### src/rtl/mac_unit_seq_pkg.sv
// mac_unit_seq_pkg: FSM state encoding and parameter sanity check shared by the MAC unit
package mac_unit_seq_pkg;
    typedef enum logic [1:0] {IDLE = 2'd0, ACCUM = 2'd1, DONE = 2'd2} state_t;
    function automatic bit widths_ok(int data_w, int acc_w, int len);
        return acc_w >= 2 * data_w && len >= 1;
    endfunction
endpackage

### src/rtl/mac_datapath.sv
// mac_datapath: combinational acc + a*b with overflow flag and clamp/wrap; ports acc,a,b in, sum,ovf out
module mac_datapath #(
    parameter int DATA_W   = 2,
    parameter int ACC_W    = 8,
    parameter int SIGNED   = 0,
    parameter int SATURATE = 1
) (
    input  logic [ACC_W-1:0]  acc,
    input  logic [DATA_W-1:0] a,
    input  logic [DATA_W-1:0] b,
    output logic [ACC_W-1:0]  sum,
    output logic              ovf
);
    logic              sa, sb;
    logic [2*DATA_W-1:0] prod;
    logic [ACC_W:0]    prod_x, acc_x, total;
    logic [ACC_W-1:0]  sat_val;
    assign sa      = SIGNED != 0 && a[DATA_W-1];
    assign sb      = SIGNED != 0 && b[DATA_W-1];
    assign prod    = {{DATA_W{sa}}, a} * {{DATA_W{sb}}, b};
    assign prod_x  = {{(ACC_W+1-2*DATA_W){SIGNED != 0 && prod[2*DATA_W-1]}}, prod};
    assign acc_x   = {SIGNED != 0 && acc[ACC_W-1], acc};
    assign total   = acc_x + prod_x;
    assign ovf     = SIGNED != 0 ? total[ACC_W] ^ total[ACC_W-1] : total[ACC_W];
    assign sat_val = SIGNED != 0 ? {total[ACC_W], {(ACC_W-1){~total[ACC_W]}}} : '1;
    assign sum     = ovf && SATURATE != 0 ? sat_val : total[ACC_W-1:0];
endmodule

### src/rtl/mac_unit_seq.sv
// mac_unit_seq: sequential MAC over LEN handshaked a/b pairs; start/acc_init in, acc_out/out_valid/busy/overflow out
module mac_unit_seq
    import mac_unit_seq_pkg::*;
#(
    parameter int DATA_W   = 2,
    parameter int ACC_W    = 8,
    parameter int LEN      = 4,
    parameter int SIGNED   = 0,
    parameter int SATURATE = 1
) (
    input  logic              clk,
    input  logic              reset,
    input  logic              start,
    input  logic [ACC_W-1:0]  acc_init,
    input  logic              in_valid,
    output logic              in_ready,
    input  logic [DATA_W-1:0] a,
    input  logic [DATA_W-1:0] b,
    output logic [ACC_W-1:0]  acc_out,
    output logic              out_valid,
    output logic              busy,
    output logic              overflow
);
    localparam int CNT_W = $clog2(LEN + 1);
    localparam logic [CNT_W-1:0] LAST = CNT_W'(LEN - 1);
    if (!widths_ok(DATA_W, ACC_W, LEN)) begin : g_bad_params
        $error("mac_unit_seq: need ACC_W >= 2*DATA_W and LEN >= 1");
    end
    state_t           state, state_nx;
    logic [CNT_W-1:0] count, count_nx;
    logic [ACC_W-1:0] acc_nx, dp_sum;
    logic             ovf_nx, dp_ovf, accept;
    mac_datapath #(.DATA_W(DATA_W), .ACC_W(ACC_W), .SIGNED(SIGNED), .SATURATE(SATURATE)) u_dp (
        .acc(acc_out),
        .a  (a),
        .b  (b),
        .sum(dp_sum),
        .ovf(dp_ovf)
    );
    assign in_ready  = state == ACCUM;
    assign busy      = state == ACCUM;
    assign out_valid = state == DONE;
    // start wins over a concurrent accept, so an aborting cycle drops its a/b pair
    assign accept    = in_valid && in_ready && !start;
    always_comb begin
        state_nx = state;
        count_nx = count;
        acc_nx   = acc_out;
        ovf_nx   = overflow;
        if (start) begin
            state_nx = ACCUM;
            count_nx = '0;
            acc_nx   = acc_init;
            ovf_nx   = 1'b0;
        end else if (state == DONE) begin
            state_nx = IDLE;
        end else if (accept) begin
            state_nx = count == LAST ? DONE : ACCUM;
            count_nx = count + 1'b1;
            acc_nx   = dp_sum;
            ovf_nx   = overflow | dp_ovf;
        end
    end
    always_ff @(posedge clk) begin
        if (reset) begin
            state    <= IDLE;
            count    <= '0;
            acc_out  <= '0;
            overflow <= 1'b0;
        end else begin
            state    <= state_nx;
            count    <= count_nx;
            acc_out  <= acc_nx;
            overflow <= ovf_nx;
        end
    end
endmodule

### config.mk
export PLATFORM = sky130hd
export DESIGN_NAME = mac_unit_seq
export DESIGN_NICKNAME = d
export VERILOG_FILES = /design/src/rtl/mac_unit_seq_pkg.sv /design/src/rtl/mac_datapath.sv /design/src/rtl/mac_unit_seq.sv
export SDC_FILE = /design/constraint.sdc
export NUM_CORES = 1
export LEC_CHECK = 0
export ABC_AREA = 1
export CAP_MARGIN = 30
export CORE_MARGIN = 10
export CORE_UTILIZATION = 40
export DETAILED_ROUTE_END_ITERATION = 8
export PLACE_DENSITY = 0.73
export SYNTH_ARGS = -nofsm -noshare
export SYNTH_HDL_FRONTEND = slang
export SYNTH_SLANG_ARGS = --single-unit
### constraint.sdc
create_clock -name clk -period 3.3 [get_ports clk]
set_clock_uncertainty 0.15 [all_clocks]
set_input_delay 0.66 -clock clk [delete_from_list [all_inputs] [get_ports clk]]
set_output_delay 0.66 -clock clk [all_outputs]
set_load 0.1 [all_outputs]
==> results of run 1 <==
## stage by stage
stage          power (mW)   util  cell area [um^2]  hold slack [ps]  cells
2_1_floorplan       0.318      -               941              293    133
3_3_place_gp        0.366  0.541              1210              303    187
3_5_place_dp        0.368  0.541              1210              313    187
4_1_cts             0.464  0.551              1230              330    190
5_1_grt             0.482  0.551              1230              355    190
6_report            0.458  0.551              1230              331    190
## placed cells by master, fill, tap and decap left out, types with 2 or more instances in the layout
| master | count |
|---|---|
| sky130_fd_sc_hd__ha_1 | 7 |
| sky130_fd_sc_hd__a21oi_1 | 8 |
| sky130_fd_sc_hd__inv_1 | 17 |
| sky130_fd_sc_hd__inv_4 | 2 |
| sky130_fd_sc_hd__o211ai_1 | 2 |
| sky130_fd_sc_hd__o221ai_1 | 2 |
| sky130_fd_sc_hd__o21ai_0 | 5 |
| sky130_fd_sc_hd__nor2_1 | 21 |
| sky130_fd_sc_hd__buf_4 | 12 |
| sky130_fd_sc_hd__nand2_1 | 31 |
| sky130_fd_sc_hd__o21ai_1 | 2 |
| sky130_fd_sc_hd__nand3_1 | 7 |
| sky130_fd_sc_hd__dfxtp_1 | 14 |
| sky130_fd_sc_hd__fa_1 | 2 |
| sky130_fd_sc_hd__clkdlybuf4s50_1 | 15 |
| sky130_fd_sc_hd__clkbuf_4 | 3 |
## tightest hold or removal path: cells and delay by family (launching register included)
kind                   cells  cell delay [ps]
DFF                        1              320
buffers and inverters      1               60
AOI/OAI and AO/OA          1               50
## worst max-delay path by stage
stage	from	endpoint	slack, ps	depth (start not counted)
6_report	a[0]	acc_out[5]	450	13
3_5_place_dp	b[1]	acc_out[5]	150	13
4_1_cts	a[0]	acc_out[5]	450	13
5_1_grt	b[0]	acc_out[5]	320	13
3_3_place_gp	a[0]	acc_out[5]	210	13
2_1_floorplan	state[0]	in_ready	230	3
## sequential cells by signal, indices dropped and copies added, names as in the netlist
register / flops
state: 2
count: 3
acc_out: 8
overflow: 1
## where the power goes
part / internal [mW] / switching, mW / total [mW]
clock network: 0.0424 / 0.0529 / 0.0953
registers: 0.179 / 0.0107 / 0.189
logic: 0.0541 / 0.120 / 0.174
total: 0.275 / 0.183 / 0.458
## cell families (layout without fill, tap and decap cells)
| logic type | after synthesis | count (layout) | share of synthesized area |
|---|---|---|---|
| compound gates | 22 | 22 | 0.140 |
| xor+xnor | 1 | 1 | 0.00931 |
| fa+ha+maj | 9 | 9 | 0.136 |
| buf+inv | 20 | 49 | 0.0891 |
| flops | 14 | 14 | 0.298 |
| simple gates | 67 | 67 | 0.328 |
## layer usage
layer,wire length (um),part of all wire,global-route usage
met1,1030,0.45,0.119
met2,1100,0.48,0.157
met3,133,0.058,0.0386
met4,42,0.018,0.0452
met5,0,0,0
## layout make-up
| cell class | count | area [um^2] |
|---|---|---|
| Timing Repair Buffer | 27 | 240 |
| Clock buffer | 3 | 22.5 |
| Fill cell | 227 | 1000 |
| Inverter | 19 | 76.3 |
| Multi-Input combinational cell | 99 | 577 |
| Sequential cell | 14 | 280 |
| Tap cell | 28 | 35.0 |
==> impl_metrics.toml, run 1 <==
[status]
status = "finished clean"

[synth]
netlist.top_cell.by_area = "sky130_fd_sc_hd__dfxtp_1"
yosysWarnings = 0
synth-seq-cells = 14
most_frequently_used_cell_type_in_the_post_synthesis_netlist = "sky130_fd_sc_hd__nand2_1"
synth-seq-area-share = 0.298
synthTopCellsByCount = "sky130_fd_sc_hd__nand2_1, sky130_fd_sc_hd__nor2_1, sky130_fd_sc_hd__inv_1, sky130_fd_sc_hd__dfxtp_1, sky130_fd_sc_hd__a21oi_1"
post_synth_num_cell_types = 26
syn_area_um2 = 941
avgSynthCellArea_um2 = 7.07
ffs_w_async_s_r_synth = 0
netlist.area_leader.share = 0.298
syn_nets = 158
top_cells_by_area_in_the_synthesized_netlist = "sky130_fd_sc_hd__dfxtp_1, sky130_fd_sc_hd__nand2_1, sky130_fd_sc_hd__ha_1"
synth-edff-count = 0
syn_inst = 133
synth_flop_cell = "sky130_fd_sc_hd__dfxtp_1"

[placement]
place.port_buffers = 27
gpl.final_weighted_congestion = 0.878
hpwlAfterDp_um = 1900
preCtsSetupSlack_ps = 153

[route]
drt_first_pass_iters = 5
remaining_drc_errors = 0
wl_per_cell_um = 12.1
detail_route.vias_per_cell = 4.85
finalWirelength_um = 2300
drt_iter0_drc = 28
routed-via-count = 921
count_of_antenna_violating_nets_left_after_detailed_routing = 0

[floorplan]
dieWidth_um = 68.5
die_y_um = 68.5
core-area_um2 = 2230
design.die.area_um2 = 4690
initial_utilization = 0.421
num_rows = 17
num_io_pins = 28

[worst_hold_path]
hold_path_startpoint = "count[0]"
min_delay_worst_endpoint = "count[0]"
hold_depth = 2
worst_hold_class = "register to register"

[global_routing]
grt_start_max_net_pins = 11
grt_total_ovfl = 0
grt_pass1_wl_um = 3630
grt_pass1_vias = 825
antenna_found_initial = 0
global_route_total_usage_across_every_layer = 0.100

[cts]
clk_sinks = 14
hold_buffer_count_at_cts = 0
clk_transition_reported_paths_ps = 80
post-cts-setup-buffer-count = 0
post_cts_resize_count = 0
tritoncts_clock_tree = "done"
ctsRootBufferMaster = "sky130_fd_sc_hd__clkbuf_4"
worstSkewPairLatency_ps = 280
cts_htree_levels = 1
cts_inserted_buffers = 3
number_of_buffers_on_the_longest_clock_path = 2

[critical_path]
data_required_time_at_the_worst_endpoint_ps = 3330
slowest_delay_ps = 480
crit_path_frequent_cell = "sky130_fd_sc_hd__nand2_1"
crit_path_cell_trace = "clkdlybuf4s50_1, nand2_1, inv_1, fa_1, ha_1, fa_1, nand2_1, nand2_1, nand2_1, or2_0, nand3_1, nor2_1, nor2_1"
critical_path.startpoint_type = "input port"
critical_path.n_buffers_inverters = 2
worstPathArrival_ps = 2880
endpoint_of_the_lowest_slack_register_to_register_path = "acc_out[5]"
critical_path_class = "input port to register"
crit_family = "adder cells"
timing.critical_path.slowest_stage_cell = "sky130_fd_sc_hd__clkdlybuf4s50_1"
setup_slack_reg_to_reg_ps = 1010
path_max_fanout = 3
critical_path_sink_type = "register"
startpoint_of_the_worst_register_to_register_path = "acc_out[1]"
r2r_cells = 10

[timing]
setup_repair_after_global_routing_missed_its_margin = "no"
actual_slew_at_the_worst_max_slew_pin_ps = 351
timing.final.setup_violations = 0
fin_setup_tns_ps = 0
max-slew-margin-rel = 0.765
fmaxAchievable_ghz = 0.351
finalHoldViolCount = 0
report.final.slew_viol_count = 0
timing.final.crit_share = 0.864
period_minus_slack_ps = 2850
post_route_setup_slack_ps = 448

[final_layout]
n_antenna_cell = 0
area_overhead_vs_synth_pct = 30.9
final_nets = 189
final_layout_size_suffix_gt1_frac = 0.136

[power]
static-leakage-power_nw = 0.602
peakVddDrop_mv = 0.286
power_density_nw_per_um2 = 372

[flow_run]
cap_violations = 0
Power figures use the tool's default switching activity.
==> run 2, diff against run 1 <==
- SLEW_MARGIN: not set -> 0
==> results of run 2 <==
No change in the layout: final DEF, timing and power equal those of run 1.
